<file path="config.mk">
export PLATFORM = sky130hd
export DESIGN_NAME = router_arb
export DESIGN_NICKNAME = d
export VERILOG_FILES = /design/src/rtl/router_arb.sv
export SDC_FILE = /design/constraint.sdc
export NUM_CORES = 1
export LEC_CHECK = 0
export CAP_MARGIN = 0
export CORE_MARGIN = 2
export CORE_UTILIZATION = 23
export DETAILED_ROUTE_END_ITERATION = 8
export PLACE_DENSITY = 0.56
export SYNTH_ARGS = -nofsm -noshare
export SYNTH_HDL_FRONTEND = slang
export SYNTH_SLANG_ARGS = --single-unit
</file>
<file path="constraint.sdc">
create_clock -name CLK -period 5.35 [get_ports CLK]
set_input_delay 1.3375 -clock CLK [delete_from_list [all_inputs] [get_ports CLK]]
set_output_delay 1.3375 -clock CLK [all_outputs]
set_load 0.05 [all_outputs]
</file>
<file path="src/rtl/router_arb.sv">
// rtl/router_arb.sv - round-robin N-source write arbiter feeding a one-entry data-bank output register
//
// Ports:
//   CLK, RST_N           clock, synchronous active-low reset
//   req_valid[NSRC]      per-source write request
//   req_data[NSRC*W]     per-source write data, source i at [i*W +: W]
//   req_addr[NSRC*ADDRW] per-source write address, source i at [i*ADDRW +: ADDRW]
//   req_ready[NSRC]      one-hot combinational accept
//   db_ready             data bank takes the presented write this cycle
//   db_data, db_dira     registered write data / address
//   db_write             registered write strobe (high while a transaction is pending)
//   grant_id             registered index of the source owning the pending transaction
//
// Build option: ROUTER_ARB_PRIO0_EN gives source 0 fixed top priority;
// round-robin then applies among sources 1..NSRC-1 only.

module router_arb #(
    parameter int W     = 24,
    parameter int ADDRW = 5,
    parameter int NSRC  = 4,
    parameter int IDW   = 2
) (
    input  logic                   CLK,
    input  logic                   RST_N,
    input  logic [NSRC-1:0]        req_valid,
    input  logic [NSRC*W-1:0]      req_data,
    input  logic [NSRC*ADDRW-1:0]  req_addr,
    output logic [NSRC-1:0]        req_ready,
    input  logic                   db_ready,
    output logic [W-1:0]           db_data,
    output logic [ADDRW-1:0]       db_dira,
    output logic                   db_write,
    output logic [IDW-1:0]         grant_id
);

    typedef enum logic {
        EMPTY = 1'b0,
        FULL  = 1'b1
    } state_t;

    state_t         state;
    state_t         state_nxt;
    logic [IDW-1:0] ptr;
    logic [IDW-1:0] ptr_nxt;

    logic           found;
    int             gnt_int;
    logic           accept;

    // Grant search: first valid source at or after ptr, wrapping.
    always_comb begin
        int idx;
        found   = 1'b0;
        gnt_int = 0;
        idx     = 0;
`ifdef ROUTER_ARB_PRIO0_EN
        if (req_valid[0]) begin
            found   = 1'b1;
            gnt_int = 0;
        end
        for (int k = 0; k < NSRC; k++) begin
            idx = int'(ptr) + k;
            if (idx >= NSRC) idx = idx - NSRC;
            if (!found && idx != 0 && req_valid[idx]) begin
                found   = 1'b1;
                gnt_int = idx;
            end
        end
`else
        for (int k = 0; k < NSRC; k++) begin
            idx = int'(ptr) + k;
            if (idx >= NSRC) idx = idx - NSRC;
            if (!found && req_valid[idx]) begin
                found   = 1'b1;
                gnt_int = idx;
            end
        end
`endif
    end

    // Register may load when empty or when its current contents leave this edge.
    assign accept = RST_N && found && ((state == EMPTY) || db_ready);

    always_comb begin
        req_ready = '0;
        if (accept) req_ready[gnt_int] = 1'b1;
    end

    always_comb begin
        state_nxt = state;
        ptr_nxt   = ptr;
        if (accept) begin
            state_nxt = FULL;
            ptr_nxt   = (gnt_int + 1 >= NSRC) ? '0 : IDW'(gnt_int + 1);
        end else if (state == FULL && db_ready) begin
            state_nxt = EMPTY;
        end
    end

    always_ff @(posedge CLK) begin
        if (!RST_N) begin
            state    <= EMPTY;
            ptr      <= '0;
            db_data  <= '0;
            db_dira  <= '0;
            grant_id <= '0;
        end else begin
            state <= state_nxt;
            ptr   <= ptr_nxt;
            if (accept) begin
                db_data  <= req_data[gnt_int*W +: W];
                db_dira  <= req_addr[gnt_int*ADDRW +: ADDRW];
                grant_id <= IDW'(gnt_int);
            end
        end
    end

    assign db_write = (state == FULL);

endmodule

</file>
; ---- Yosys cells after proc, flatten, opt, wreduce, memory -nomap -nowiden
; Index checks and enable logic that the tools add are counted.
[totals]
regBits = 34
out_inout_bits = 36
word_cells = 71
[classes]
n_addsub = 8
multipliers = 2
magnitude_cmp = 11
n_shift = 2
muxes = 30
bitwise = 1
n_reduce_logical = 12
[ops]
columns = cell, n
row1 = $mux W32, 8
row2 = $lt A32 B4 Y1 const B, 5
row3 = $shiftx A96 B32 Y24, 1
row4 = $add A32 B2 Y32 const B, 1
row5 = $ge A32 B1 Y1 const B, 1
row6 = $ge A32 B4 Y1 const B, 1
row7 = $mul A32 B3 Y29 const B, 1
row8 = $mul A32 B4 Y32 const B, 1
row9 = $shiftx A20 B32 Y5, 1
row10 = $mux W1, 15
row11 = $sub A3 B3 Y4 const B, 3
row12 = $ge A3 B3 Y1 const B, 3
row13 = $bmux W1 S2, 4
row14 = $logic_and A1 B1 Y1, 7
row15 = $add A2 B2 Y3 const B, 2
row16 = $mux W4, 1
row17 = $sub A2 B3 Y4 const B, 1
row18 = $add A2 B1 Y3 const B, 1
row19 = $ge A2 B3 Y1 const B, 1
row20 = $logic_not A1 Y1, 3
row21 = $demux W1 S2, 1
row22 = $mux W2, 1
row23 = $reduce_bool A2 Y1, 1
row24 = $logic_or A1 B1 Y1, 1
row25 = $not A1 Y1, 1

; ---- Depth between registers and ports, before layout
; Gate-level depths: netlist of the first run.
[depth]
depth_word = 20
ltp_mapped = 22
depth_no_buf = 17

; ---- Worst setup path after synthesis of the first run
; No wires, ideal clock.
[synth_timing]
path_type = in2reg
startpoint = input port req_valid[1]
endpoint = register db_data[17]
arrival_time_ps = 5092
t_required_ps = 5269
slack_ps = 177
cell_stages = 16
path_buffers = 4
cell_sequence = buf_2 > nor2_1 > nor3_1 > a221oi_1 > a32o_1 > buf_4 > buf_6 > buf_2 > inv_1 > ha_1 > nand2_1 > fa_1 > nor3_1 > nand3_1 > or2_2 > a41oi_1
[synth_lines]
columns = element, line_no
row1 = from (decl), 25  ; input logic [NSRC-1:0] req_valid,
row2 = to (signal assigned), 111  ; db_data <= req_data[gnt_int*W +: W];
row3 = to (decl), 30  ; output logic [W-1:0] db_data,

; ---- Worst setup path after layout of the first run
[layout_timing]
startpoint = input port req_valid[2]
endpoint = output port req_ready[1]
[layout_between]
elab_chain_len = 18
word_cells_on_any_way = 34
cone_classes = order compare (2) / mux (23) / reduce/logical (9)
[layout_lines]
columns = element, line_no
row1 = $bmux W1 S2, 73  ; if (!found && req_valid[idx]) begin
row2 = $mux W1 (not written as such) (2 in series), 73
row3 = $mux W1, 73
row4 = $logic_not A1 Y1, 73
row5 = $logic_and A1 B1 Y1, 73
row6 = $mux W1, 73
row7 = $logic_not A1 Y1, 73
row8 = $logic_and A1 B1 Y1, 73
row9 = $mux W1, 73
row10 = $logic_not A1 Y1, 73
row11 = $logic_and A1 B1 Y1, 73
row12 = $mux W32, 73
row13 = $ge A32 B1 Y1 (not written as such) or $lt A32 B4 Y1 (tied branches), 86  ; if (accept) req_ready[gnt_int] = 1'b1;
row14 = $logic_and A1 B1 Y1 (not written as such), 86
row15 = $mux W1 (not written as such), 86
row16 = $demux W1 S2, 86
row17 = $mux W4 (*), 86
row18 = to (decl), 28  ; output logic [NSRC-1:0] req_ready,
; Every way passes the cells marked *; elsewhere a longest branch is shown, timed or not. The select of a mux whose other input is x is not followed.

==> results of run 1 <==
## cell type report
type / count / area [um^2]
Clock inverter: 2 / 12.5
Sequential cell: 34 / 681
Multi-Input combinational cell: 500 / 4120
Clock buffer: 6 / 139
Tap cell: 280 / 350
Timing Repair Buffer: 204 / 1990
Inverter: 16 / 65.1
Fill cell: 2298 / 14500
## metal layers
| layer | GRT usage, % | part of all wire, % | vias up |
|---|---|---|---|
| met5 | 0 | 0 | - |
| met4 | 4.23 | 2.0 | 0 |
| met3 | 4.93 | 9.4 | 25 |
| met2 | 25.3 | 43 | 263 |
| met1 | 22.4 | 46 | 2659 |
| li1 | - | - | 2621 |
## state kept, by name, indices dropped and copies added, names as in the netlist
signal,flops
db_write,1
grant_id,2
db_data,24
db_dira,5
ptr,2
## cells in the mapped netlist, types with 5 or more instances
master / n / area share, %
a211oi_1: 8 / 1.2
a32oi_1: 10 / 1.7
buf_2: 14 / 1.4
a21o_1: 7 / 1.0
a31oi_1: 17 / 2.1
nand3_1: 15 / 1.5
a211o_1: 7 / 1.2
a41oi_1: 7 / 1.2
nor2_1: 26 / 1.9
o21ai_0: 24 / 2.3
nor3_1: 5 / 0.49
clkbuf_1: 24 / 1.8
a21oi_1: 21 / 2.1
mux2i_1: 57 / 11
o2111ai_1: 6 / 1.0
nand2_1: 115 / 8.4
mux4_2: 42 / 18
dfxtp_1: 34 / 13
buf_4: 8 / 1.2
nand3b_1: 10 / 1.5
inv_1: 14 / 1.0
ha_1: 24 / 5.9
and3_1: 10 / 1.2
and2_1: 7 / 0.85
## cells by family after synthesis
kind of cell / after synthesis / share of synthesized area [%]
AND/OR/NAND/NOR: 220 / 20.9
AO/OA/AOI/OAI: 144 / 20.7
multiplexers: 105 / 31.1
buffers and inverters: 66 / 6.59
flip-flops: 34 / 13.3
adder cells (fa/ha/maj): 26 / 6.64
XOR/XNOR: 5 / 0.855
## cell usage in the layout, fill, tap and decap left out, types with 8 or more instances in the layout
cell type / n
a211oi_1: 8
a21oi_1: 21
a31oi_1: 17
a32oi_1: 10
and3_1: 10
buf_4: 44
clkdlybuf4s50_1: 154
dfxtp_1: 34
ha_1: 23
inv_1: 14
mux2i_1: 57
mux4_2: 42
nand2_1: 115
nand3_1: 14
nand3b_1: 10
nor2_1: 26
o21ai_0: 24
## critical path, delay by kind of cell
| family | cells | cell delay (ns) |
|---|---|---|
| adders and majority gates | 1 | 0.21 |
| buffers and inverters | 4 | 1.40 |
| and+or+nand+nor | 2 | 0.29 |
| AOI/OAI and AO/OA | 3 | 0.52 |
## how the worst min path moves through the flow
stage,to,slack (ns),depth (start not counted)
floorplan,ptr[1],0.65,3
global placement,grant_id[0],0.44,2
detailed placement,grant_id[0],0.46,2
CTS,grant_id[0],0.47,2
global route,db_data[6],0.50,2
finish,grant_id[0],0.46,2
## report_power, final
part           leakage, nW  switching (W)  internal, W
Combinational         2.48        0.00140      0.00110
Sequential           0.282      0.0000599     0.000343
Clock               0.0729       0.000125     0.000185
Total                 2.83        0.00158      0.00163
## through the flow
| step | total power, W | util (%) | hold WS, ns | TNS (ns) |
|---|---|---|---|---|
| global placement | 0.00290 | 33.0 | 0.443 | 0 |
| finish | 0.00321 | 33.7 | 0.463 | 0 |
| floorplan | 0.00213 | - | 0.652 | 0 |
| detailed placement | 0.00290 | 33.0 | 0.456 | -0.324 |
| CTS | 0.00322 | 33.7 | 0.471 | 0 |
| global route | 0.00342 | 33.7 | 0.496 | 0 |
## repair_timing
| item | 4_1_cts | 5_1_grt |
|---|---|---|
| gates resized for setup | 0 | 1 |
| endpoints found under the setup margin | 0 | 7 |
| hold endpoints to repair | 0 | 0 |
==> results.md, run 1 <==
* Status: completed
* R2R Path End: db_dira[3]
* Worst Setup SP: req_valid[2]
* GPL Wtd Cong at approximately 0.86
* Worst VDD drop at around 0.2 mV
* Root buffer cell: clkbuf_16
* CTS buffer count at 5
* Syn_nets at approximately 750
* Antenna fix cells at 0
* Fin crit share at between 90% and 100%
* Max frequency at 0.196 GHz
* Maxcap violations at 0
* Yosys reg bits at 34
* Hold buffers post-CTS at 0
* Grt total ovfl at 0
* Final setup violation count at 0
* Fin nets at between 900 and 1000
* Cell Area, Placed at roughly 0.0072 mm^2
* Register area share after synthesis at a little over an eighth
* Port Buffer Count at approximately 160
* Chip width at 153 um
* FFs w/ async S/R, synth at 0%
* Die ar. at 0.0235 mm^2
* Worst path cell trace: clkdlybuf4s50_1, buf_4, nor2_1, o31ai_1, a221oi_1, a32o_1, buf_4, ha_1, and3_1, buf_4
* HP Class: register to register
* Hold path startpoint: grant_id[0]
* Detail Placement HPWL at roughly 16 mm
* Clock Sinks at 34
* Dpl ws at -0.0931 ns
* Top Ports at ~160
* Vias in the first global route at around 5400
* Mapped Cells at 600
* Clk_lat worst skew at 0.29 ns
* Final instance area at around 0.0074 mm^2
* Max Slew Vio Count at 0
* Initial DRC count at between 300 and 400
* Share of post-route cells with drive strength above 1 at roughly 17%
* Placed Instances at slightly above 1000
* Worst path slowest cell: clkdlybuf4s50_1
* CTS tree: built
* Final ANT Viol Nets at 0
* Fin crit period at approximately 5 ns
* Initial cell density of the core at 23.5%
* Worst setup path end: req_ready[1]
* Mapped cell area at 0.00512 mm^2
* Post-Route WL at a little over 20 mm
* Synthesis-to-finish area growth at 43.6%
* Commonest register cell after synthesis: dfxtp_1
* PwrDens at 436 mW/mm^2
* Worst-path clk slew at around 0.060 ns
* R2r setup slk at roughly 0.93 ns
* CP most frequent cell: buf_4
* Initial antenna violation count at 1
* Final cell count without fillers at about 1000
* Via Count at 5568
* Slew @ Worst Pin at 0.881 ns
* DRC at 0
* RR Startpoint: ptr[0]
* Pre-antenna DRT Iters at 5
* Htree depth at 2
* Hold Fails Final Rpt at 0
* Syn avg cell area at roughly 8.5 um^2
* EDFF count, synth at 0
* Netlist cell types at between 70 and 80
* Slew headroom at between 40% and 50%
* Worst path arrival time at around 3.8 ns
* Req. time, crit path at 4.01 ns
* Via density at roughly 5.3
* Global-route wire length before repair at a little over 30 mm
* Core Region at 0.0218 mm^2
* Clock skew at about 0.0043 ns
* Routed WL per cell at around 19 um
* Startpoint types: primary input
* Largest net degree at the start of global routing at slightly above 90
* CP Max Fanout at 25
* Die extent in y at approximately 150 um
* RSZ-0062 raised after global routing: false
* Total GRT Usage at between 15 and 20%
* Worst Setup Path Type: primary input to output pin
* Max Buffers Root-to-Sink at 2
* Std-Cell Rows at 54
* # Post-CTS Setup Buffers at 0
* YS warnings at 0
* R2R depth at 18
* PnR worst setup slack at approximately 0.26 ns
* Critical Path Sink Type: output pin
* Leak at 2.83 nW
* Crit-path max cell delay at between 0.5 and 0.6 ns
No activity file was read; power rests on OpenSTA's default activity.
==> run 2, diff against run 1 <==
Settings changed: SLEW_MARGIN set to 10.
==> results of run 2 <==
No change in the layout: final DEF, timing and power equal those of run 1.
==> run 3, diff against run 2 <==
Settings changed: CORE_MARGIN 2 to not set, CTS_BUF_LIST set to sky130_fd_sc_hd__clkbuf_4, SKIP_LAST_GASP set to 1.
==> run 3 against run 2 <==
Global-route usage rose by 0.57 points. Non-clock buffer count fell by 2. Final cell count barely moved. Power fell by 6.0%. First-iteration DRC count fell by 20%. Sequential cell count did not move. Utilization fell by 0.54 points. Clock power fell by 51%. Fmax barely moved. Clock skew rose by 0.0028 ns. Count of clock-buffer cells in the layout fell by 1. Critical path depth did not move. Largest cell class unchanged. Largest power group unchanged. Highest routed layer is now met5.
==> results.md, run 3 (same netlist as run 1, synthesis figures left out) <==
* Slew @ Worst Pin at about 1 ns
* Total GRT Usage at 17.0%
* Initial antenna violation count at 5
* Commonest non-fill, non-tap cells in the layout: clkdlybuf4s50_1, nand2_1, mux2i_1
* Pre-antenna DRT Iters at 5
* Worst VDD drop at roughly 0.23 mV
* Max Buffers Root-to-Sink at 2
* CP Max Fanout at 25
* Fin crit period at 5.09 ns
* Final ANT Viol Nets at 0
* Met1 WL at 8.87 mm
* Worst path arrival time at 3.75 ns
* WL met3 at approximately 1.9 mm
* Int Power at roughly 0.0015 W
* CTS resizes at 0
* Placed Instances at ~1000
* Uppermost layer routed: met5
* Worst Setup Path Type: primary input to output pin
* Share of post-route cells with drive strength above 1 at between 10% and 20%
* Seq pwr share at a little over an eighth
* Final setup violation count at 0
* Die ar. at 0.0229 mm^2
* Core Util, Final at 33.2%
* Top Ports at between 150 and 200
* Clock skew at about 0.007 ns
* Maxcap violations at 0
* Detail Placement HPWL at between 15 and 20 mm
* Chip width at between 150 and 200 um
* Root buffer cell: clkbuf_4
* Status: completed
* HP Class: register to register
* Hold buffers post-CTS at 0
* Worst Setup SP: req_valid[3]
* # Post-CTS Setup Buffers at 0
* Vias in the first global route at ~5200
* Global-route wire length before repair at about 30 mm
* Crit-path max cell delay at around 0.5 ns
* CP most frequent cell: buf_4
* Worst path cell trace: clkdlybuf4s50_1, buf_4, nor2_1, nor3_1, a221oi_1, a32o_1, buf_4, ha_1, and3_1, buf_12
* Port Buffer Count at around 160
* Via density at approximately 5.3
* Die extent in y at roughly 150 um
* Largest register FFs at 24
* PwrDens at about 420 mW/mm^2
* Crit path buffers/inverters at 4
* Clock Sinks at 34
* GPL Wtd Cong at 0.890
* Hold path startpoint: grant_id[0]
* Core Region at approximately 0.022 mm^2
* Fin nets at 908
* Met2 wire length at 8.85 mm
* DRC at 0
* Sw Pwr at 0.00155 W
* Initial DRC count at roughly 280
* Sw frac at approximately half
* Worst-path clk slew at 0.12 ns
* RR Startpoint: ptr[0]
* Via Count at 5500
* Leak at 2.78 nW
* Largest net degree at the start of global routing at 90
* Startpoint types: primary input
* CTS buffer count at 5
* Family with the most delay on the worst path: buffers and inverters
* Worst path slowest cell: clkdlybuf4s50_1
* RSZ-0062 raised after global routing: false
* Final cell count without fillers at approximately 1000
* Gate power share at 81.6%
* Htree depth at 2
* Grt total ovfl at 0
* Commonest non-fill, non-tap cell in the layout: clkdlybuf4s50_1
* CTS tree: built
* Clk_lat worst skew at about 0.36 ns
* Post-Route WL at 19.9 mm
* Synthesis-to-finish area growth at 41.3%
* Routed WL per cell at 19.1 um
* Critical Path Sink Type: output pin
* Req. time, crit path at roughly 4.0 ns
* Largest registers: db_data x24, db_dira x5
* Max frequency at 0.196 GHz
* Slew headroom at between 30 and 40%
* Largest Register: db_data
* Fin crit share at between 90% and 100%
* Hold Fails Final Rpt at 0
* Std-Cell Rows at 54
* Max Slew Vio Count at 0
* Clock network fraction of total power at under 10%
* Initial cell density of the core at a little under a quarter
==> run 3: through the flow <==
| step | setup slack (ns) | instance area, um^2 | hold slack (ns) | total power [W] | setup TNS, ns |
|---|---|---|---|---|---|
| global route | 0.0571 | 7240 | 0.518 | 0.00324 | 0 |
| CTS | 0.244 | 7240 | 0.484 | 0.00303 | 0 |
| detailed placement | -0.0160 | 7190 | 0.455 | 0.00287 | -0.0230 |
| finish | 0.261 | 7240 | 0.475 | 0.00302 | 0 |
| global placement | 0.0313 | 7190 | 0.443 | 0.00287 | 0 |
| floorplan | 0.177 | 5120 | 0.652 | 0.00213 | 0 |
==> run 3: final cells by class <==
class / instances / area, um^2
diodes: 2 / 5.00
clock buffers: 5 / 37.5
clock inverters: 2 / 10.0
fillers: 2279 / 14600
inverters: 16 / 65.1
multi-input cells: 500 / 4120
flip-flops and latches: 34 / 681
well taps: 280 / 350
repair buffers: 202 / 1980
==> run 3: path summary, 6_finish.rpt <==
| kind | depth (start not counted) | end | slack [ns] |
|---|---|---|---|
| worst min register to register | 2 | grant_id[0] | 0.48 |
| worst max-delay path | 10 | req_ready[0] | 0.26 |
| worst max register to register | 16 | db_data[19] | 0.63 |
| worst min-delay path | 2 | grant_id[0] | 0.48 |
==> run 3: per-layer routing <==
metal / global-route usage (%) / vias up
met3: 3.83 / 22
li1: - / 2625
met2: 26.6 / 258
met1: 23.7 / 2591
met4: 3.35 / 4
met5: 0 / -
==> run 3: worst reg2reg max path: stages (launching register included) <==
cell and delay [ns]:
dfxtp_1 0.34, inv_1 0.15, ha_1 0.64, mux2i_1 0.38, mux2i_1 0.33, mux2i_1 0.13
buf_4 0.16, nor2_1 0.16, ha_1 0.33, ha_1 0.31, and3_1 0.17, o21ai_0 0.27
a21oi_2 0.10, nor2b_4 0.25, nand3_1 0.34, or2_2 0.40, a41oi_1 0.20
==> run 3: power by group through the flow <==
stage	clock network (W)	registers [W]	logic, W
2_1_floorplan	0	0.000672	0.00145
3_3_place_gp	0	0.000413	0.00246
3_5_place_dp	0	0.000409	0.00246
4_1_cts	0.000160	0.000405	0.00247
5_1_grt	0.000168	0.000413	0.00266
6_report	0.000151	0.000404	0.00246
